===== src/rtl/if_id_pipe_ctrl.sv =====
// Front-end pipeline controller: owns the PC, the IF/ID register and the ID/EX
// control word, applying hazard-unit stalls and ID-stage redirects.
module if_id_pipe_ctrl #(
  parameter logic [31:0] RESET_PC = 32'h0000_0000,
  parameter int          CTRL_W   = 10,
  parameter int          CNT_W    = 16
) (
  input  logic              clk,
  input  logic              rst,
  input  logic              pc_write,
  input  logic              IFID_write,
  input  logic              hazard,
  input  logic              branch_taken,
  input  logic [31:0]       branch_target,
  input  logic [31:0]       imem_inst,
  input  logic [CTRL_W-1:0] id_ctrl,
  output logic [31:0]       imem_addr,
  output logic [31:0]       ifid_inst,
  output logic [31:0]       ifid_pc4,
  output logic              ifid_valid,
  output logic [CTRL_W-1:0] idex_ctrl,
  output logic [CNT_W-1:0]  stall_count,
  output logic [CNT_W-1:0]  flush_count
);

  logic [31:0] pc;
  logic [31:0] pc_plus4;
  logic [31:0] target_aligned;
  logic        stall;
  logic        redirect;

  // A branch seen during any stall may have stale operands, so it is only
  // accepted once it is re-presented on a clean cycle.
  assign stall          = ~hazard | ~pc_write | ~IFID_write;
  assign redirect       = branch_taken & ~stall;
  assign pc_plus4       = pc + 32'd4;
  assign target_aligned = branch_target & ~32'h0000_0003;
  assign imem_addr      = pc;

  always_ff @(posedge clk) begin
    if (rst) begin
      pc          <= RESET_PC;
      ifid_inst   <= '0;
      ifid_pc4    <= '0;
      ifid_valid  <= 1'b0;
      idex_ctrl   <= '0;
      stall_count <= '0;
      flush_count <= '0;
    end else begin
      if (pc_write) begin
        pc <= redirect ? target_aligned : pc_plus4;
      end

      if (IFID_write) begin
        if (redirect) begin
          ifid_inst  <= '0;
          ifid_pc4   <= '0;
          ifid_valid <= 1'b0;
        end else begin
          ifid_inst  <= imem_inst;
          ifid_pc4   <= pc_plus4;
          ifid_valid <= 1'b1;
        end
      end

      // Bubbles and flushed slots both reach EX as an all-zero control word.
      idex_ctrl <= (hazard & ifid_valid) ? id_ctrl : '0;

      if (!hazard && stall_count != '1) begin
        stall_count <= stall_count + CNT_W'(1);
      end
      if (redirect && flush_count != '1) begin
        flush_count <= flush_count + CNT_W'(1);
      end
    end
  end

endmodule


===== config.mk =====
export PLATFORM = sky130hd
export DESIGN_NAME = if_id_pipe_ctrl
export DESIGN_NICKNAME = d
export VERILOG_FILES = /design/src/rtl/if_id_pipe_ctrl.sv
export SDC_FILE = /design/constraint.sdc
export NUM_CORES = 1
export LEC_CHECK = 0
export CAP_MARGIN = 20
export CELL_PAD_IN_SITES_DETAIL_PLACEMENT = 0
export CELL_PAD_IN_SITES_GLOBAL_PLACEMENT = 2
export CORE_UTILIZATION = 28
export DETAILED_ROUTE_END_ITERATION = 10
export PLACE_DENSITY = 0.83
export RECOVER_POWER = 50
export SYNTH_ARGS = -nofsm -noshare
export SYNTH_HDL_FRONTEND = slang
export SYNTH_SLANG_ARGS = --single-unit

===== constraint.sdc =====
create_clock -name clk -period 5.4 [get_ports clk]
set_input_delay 1.62 -clock clk [delete_from_list [all_inputs] [get_ports clk]]
set_output_delay 1.62 -clock clk [all_outputs]
set_load 0.05 [all_outputs]

==> results of run 1 <==
-- cells in the mapped netlist (3+ instances only) --
library cell and number:
a211oi_1 3, a21oi_1 33, a22o_1 37, a22oi_1 10
a31oi_1 4, a32oi_1 3, and2_1 13, and3_1 17
and4_1 7, buf_2 12, buf_4 9, clkbuf_1 29
dfxtp_1 136, ha_1 3, inv_1 10, mux2_2 6
mux2i_1 6, nand2_1 67, nand2b_1 11, nand3_1 28
nand3b_1 3, nand4_1 22, nand4_2 4, nor2_1 69
nor2b_1 3, nor3_1 12, nor4_1 8, o211ai_1 4
o21ai_0 35, o22ai_1 4, o2bb2ai_1 3, o31ai_1 6
o32ai_1 4, or3_1 7, or4_1 3, xnor2_1 25
xor2_1 26
-- layout make-up --
| cell class | count | area (um2) | share of cell area (%) |
|---|---|---|---|
| inverter | 10 | 37.5 | 0.412 |
| timing repair buffer | 224 | 2200 | 24.2 |
| tap | 280 | 350 | 3.85 |
| multi-input combinational | 511 | 3190 | 35.1 |
| clock inverter | 15 | 174 | 1.91 |
| clock buffer | 17 | 425 | 4.67 |
| sequential | 136 | 2720 | 29.9 |
-- worst min-delay path, stage by stage, from the launching register on --
cell and delay [ns]:
dfxtp_1 0.32, nand2_1 0.04, o21ai_0 0.05
-- power by group --
group          switching, W  internal [W]  total (W)
clock              0.000537      0.000664    0.00120
combinational      0.000203      0.000131   0.000334
sequential        0.0000290       0.00103    0.00106
total              0.000769       0.00183    0.00260
-- per-stage QoR --
step	power, W	setup slack, ns	util [%]	cells
2_1_floorplan	0.00128	2.49	-	710
3_3_place_gp	0.00143	1.11	39.2	1161
3_5_place_dp	0.00143	1.05	39.2	1161
4_1_cts	0.00265	1.51	41.9	1193
5_1_grt	0.00271	0.862	41.8	1193
6_report	0.00260	1.24	41.8	1193
-- sequential cells by signal (all words and copies together), names as in the netlist --
register,flops
flush_count,16
idex_ctrl,10
ifid_inst,32
ifid_pc4,31
ifid_valid,1
imem_addr,30
stall_count,16
-- kinds of logic (layout without fill, tap and decap cells) --
group / after synthesis / after routing / synth area share, %
AND/OR/NAND/NOR: 282 / 282 / 23.7
AO/OA/AOI/OAI: 161 / 161 / 17.8
flip-flops: 136 / 136 / 43.9
buffers and inverters: 63 / 266 / 4.62
XOR/XNOR: 51 / 51 / 7.21
multiplexers: 12 / 12 / 2.06
adder cells (fa/ha/maj): 3 / 3 / 0.606
other: 1 / 2 / 0.0605
-- per-layer routing --
metal	track usage, %	up-vias	part of all wire (%)
li1	-	2937	-
met1	22.6	2661	47
met2	26.9	158	46
met3	4.33	21	6.2
met4	5.65	2	1.1
met5	0	-	0.088
-- final timing paths --
path         cells after the start                          to  slack, ns
max reg2reg                      6  imem_addr[16]$_SDFFE_PP0P_       2.89
min                              2   ifid_pc4[28]$_SDFFE_PP0P_       0.45
max                              8   ifid_pc4[14]$_SDFFE_PP0P_       1.24
min reg2reg                      2   ifid_pc4[28]$_SDFFE_PP0P_       0.45
==> out/summary.txt, run 1 <==
max incr delay on CP: 0.77 ns
CP startpoint: IFID_write
Starting Density: 28.5%
Setup violations, final: 0
Placeable Area: 21800 um2
setup TNS: 0 ns
startpoint types: input pin
Vias: 5779
layout cells sized above 1: 6.24%
Slew Limit Fails: 28
Syn Area/Cell: 8.74 um2
CP Data Required Time: 5.68 ns
CP Max Fanout: 18
latest clock arrival within the worst-skew pair: 0.43 ns
first-pass GRT wire length: 29.9 mm
Slew @ Worst Pin: 1.80 ns
Vert. Die Dim: 151 um
PortBufs: 214
root buffer cell: clkbuf_16
Setup Buffers After CTS: 0
Setup Crit Path Kind: input pin to register
share of the yosys chip area belonging to registers: 43.9%
DRT Pass-1 Iters: 5
hold_sp: ifid_pc4[28]$_SDFFE_PP0P_
clk sinks: 136
synth top area cells: dfxtp_1, a22o_1, nor2_1, nand2_1, xor2_1
DRC violations left: 0
main flop type after synthesis: dfxtp_1
Power Density: 285 nW/um2
Peak VDD IR: 0.181 mV
ANT nets after route: 0
number of enable flip-flop cells after synthesis: 0
Ys Warns: 0
initial antenna violation count: 1
final hold vios: 0
Hold Crit Class: register to register
max_cap viols: 1
Netlist Area Pre-Place: 6200 um2
commonest non-fill, non-tap cells in the layout: dfxtp_1, clkdlybuf4s50_1, dlygate4sd3_1
die area: 22700 um2
clk buf depth: 2
Static Leak: 3.50 nW
Total GRT Usage: 17.1%
failing checks: capacitance limit, slew limit
# H-tree levels: 4
period utilisation layout: 77.1%
synthesized instance count: 709
Async S/R FF share, synth: 0%
CTS tree: yes
Inserted Clock Buffers: 17
critical-path cell list: dlygate4sd3_1, clkbuf_1, nand3_2, nor2_1, buf_4, nor2_1, nand2_1, o32ai_1
Layout area overhead: 46.9%
1st-iter DRT viols: 305
status: finished with violations
Die Wd: 151 um
fmax: 240 MHz
post-layout net count: 983
CP delay by family, top: buffers and inverters
vias in the first global route: 5377
final weighted congestion in routability-driven placement: 0.803
Overflow after GRT: 0
unrepaired setup endpoints after global routing: false
CP max stage cell: dlygate4sd3_1
post-route cell area: 9100 um2
largest net degree at the start of global routing: 56
Min Clock Period, post-route: 4.16 ns
Vias/cell: 4.84
WL/cell: 16.3 um
cell row count: 54
top cell type's share of synthesized area: 43.9%
crit end category: register
cts hold-fix bufs: 0
buffer and inverter count on the worst path: 3
WL final: 19.4 mm
Seq cells post-synth: 136
Worst Skew: 0.00855 ns
WHS: 0.446 ns
diode count: 0
Post-DP Area: 8520 um2
RR Startpoint: imem_addr[2]$_SDFFE_PP0P_
filler instances: 2203
Boundary Pins: 219
Final HPWL DP: 13.6 mm
most common cell after layout, fill and taps aside: dfxtp_1
Worst-path clk slew: 0.07 ns
cell taking the most area after synthesis: dfxtp_1
post-synthesis cell type count: 55
most used cell along the critical path: nor2_1
CTS resizes: 0
slew margin rel.: -20.3%
CP arrival: 4.44 ns
Power figures use the tool's default switching activity.
==> run 2, diff against run 1 <==
Settings changed: CORE_UTILIZATION 28 to 26, PLACE_DENSITY 0.83 to 0.78.
Clock period 5.4 ns to 4.1 ns, I/O delays scaled along.
==> run 2 against run 1 <==
Net effect: the run now ends clean; first-iteration DRC count shrank 12%; power rose by 32%; die area rose by 7.6%; clock skew up 0.0010 ns; critical path depth down 4; count of clock-buffer cells in the layout up 1; combinational power increased by 34%; worst hold slack got worse by 0.0020 ns; sequential cell count did not move; utilization fell by 2.6 points; critical path type unchanged.
==> out/summary.txt, run 2 (synthesis results as in run 1) <==
CP max stage cell: clkbuf_1
Vias/cell: 4.74 (-2.1%)
critical-path cell list: clkbuf_1, clkbuf_1, nand2b_1, o32ai_1
CTS resizes: 0 (unchanged)
max incr delay on CP: 0.98 ns (+0.21 ns)
commonest non-fill, non-tap cells in the layout: clkdlybuf4s50_1, dfxtp_1, nor2_1
most used cell along the critical path: clkbuf_1
clk sinks: 136 (unchanged)
CP arrival: 3.50 ns (-0.94 ns)
Setup Crit Path Kind: input pin to register
Slew Limit Fails: 0 (-100%)
Slew @ Worst Pin: 1.38 ns (-0.416 ns)
Min Clock Period, post-route: 3.25 ns
cell row count: 56 (+3.7%)
Worst Skew: 0.00955 ns (+0.00101 ns)
Inserted Clock Buffers: 17 (unchanged)
Tot Pwr: 0.00343 W (+32%)
WHS: 0.444 ns (-0.00201 ns)
max FFs per register: 32 (unchanged)
Worst-path clk slew: 0.06 ns (about the same)
CTS tree: yes
largest net degree at the start of global routing: 54 (-3.6%)
slew margin rel.: 7.87% (+28 points)
1st-iter DRT viols: 268 (-12%)
Power Density: 374 nW/um2 (+31%)
clk buf depth: 2 (unchanged)
Placeable Area: 23400 um2 (+7.6%)
setup TNS: 0 ns (unchanged)
Die Wd: 156 um (+3.7%)
initial antenna violation count: 1 (unchanged)
crit end category: register
unrepaired setup endpoints after global routing: false
CP Data Required Time: 4.35 ns (-1.33 ns)
status: complete, no violations
Final HPWL DP: 14.4 mm (+5.3%)
cts hold-fix bufs: 0 (unchanged)
Post-Place Cells: 1204 (+3.7%)
diode count: 0 (unchanged)
# H-tree levels: 4 (unchanged)
period utilisation layout: 79.3%
CP Max Fanout: 26 (+8)
root buffer cell: clkbuf_16
most common cell after layout, fill and taps aside: clkdlybuf4s50_1
Static Leak: 3.38 nW (-3.6%)
Vias: 5864 (+1.5%)
Peak VDD IR: 0.203 mV (+12%)
startpoint types: input pin
Non-Filler Instances: 1236 (+3.6%)
Overflow after GRT: 0 (unchanged)
Layout area overhead: 48.2%
Top reg by flops: ifid_inst
Setup Buffers After CTS: 0 (unchanged)
PortBufs: 214 (unchanged)
final weighted congestion in routability-driven placement: 0.786 (-2.2%)
Total GRT Usage: 16.6% (-0.50 points)
Starting Density: 26.5% (-2.0 points)
first-pass GRT wire length: 31.5 mm (+5.2%)
DRT Pass-1 Iters: 4 (-1)
final hold vios: 0 (unchanged)
WL final: 20.1 mm (+3.3%)
layout cells sized above 1: 6.11% (-0.14 points)
Vert. Die Dim: 156 um (+3.7%)
latest clock arrival within the worst-skew pair: 0.42 ns (about the same)
fmax: 308 MHz
die area: 24500 um2 (+7.6%)
Hold Crit Class: register to register
Setup violations, final: 0 (unchanged)
vias in the first global route: 5610 (+4.3%)
Boundary Pins: 219 (unchanged)
DRC violations left: 0 (unchanged)
WL/cell: 16.2 um (-0.29%)
max_cap viols: 0 (-1)
ANT nets after route: 0 (unchanged)
post-layout net count: 987 (+0.41%)
run 2: path summary, 6_finish.rpt:
kind / startpoint / end / slack [ns] / cells past startpoint
setup / recovery: rst / imem_addr[12]$_SDFFE_PP0P_ / 0.85 / 4
hold / removal: ifid_pc4[15]$_SDFFE_PP0P_ / ifid_pc4[15]$_SDFFE_PP0P_ / 0.44 / 2
setup reg to reg: imem_addr[2]$_SDFFE_PP0P_ / imem_addr[16]$_SDFFE_PP0P_ / 1.58 / 6
hold reg to reg: ifid_pc4[15]$_SDFFE_PP0P_ / ifid_pc4[15]$_SDFFE_PP0P_ / 0.44 / 2
run 2: area by class of cell:
cell class / instances / area [um2]
Fill cell: 2463 / 14200
Multi-Input combinational cell: 511 / 3190
Sequential cell: 136 / 2720
Timing Repair Buffer: 228 / 2230
Clock buffer: 18 / 439
Tap cell: 319 / 399
Clock inverter: 14 / 163
Inverter: 10 / 37.5
run 2: worst max-delay path: cells and delay by family:
kind            cells  cell delay [ns]
buf+inv             2             1.67
simple gates        1             0.45
compound gates      1             0.13
run 2: metrics by stage:
stage          setup slack [ns]  utilization (%)  area [um2]
2_1_floorplan              1.58                -        6200
3_3_place_gp              0.774             36.8        8610
3_5_place_dp              0.736             36.8        8610
4_1_cts                   0.951             39.4        9220
5_1_grt                   0.667             39.2        9180
6_report                  0.848             39.2        9180
run 2: report_power, final:
group | internal [W] | leakage [nW] | switching (W)
Combinational | 0.000177 | 1.98 | 0.000269
Clock | 0.000930 | 0.288 | 0.000651
Sequential | 0.00136 | 1.11 | 0.0000401
Total | 0.00247 | 3.38 | 0.000960
run 2: metal layers:
layer	vias to the layer above	wire length, um	track usage [%]
met2	142	9080	25.6
met4	2	296	5.28
met5	-	11	0
met3	24	1110	4.15
li1	2950	-	-
met1	2746	9550	22.5
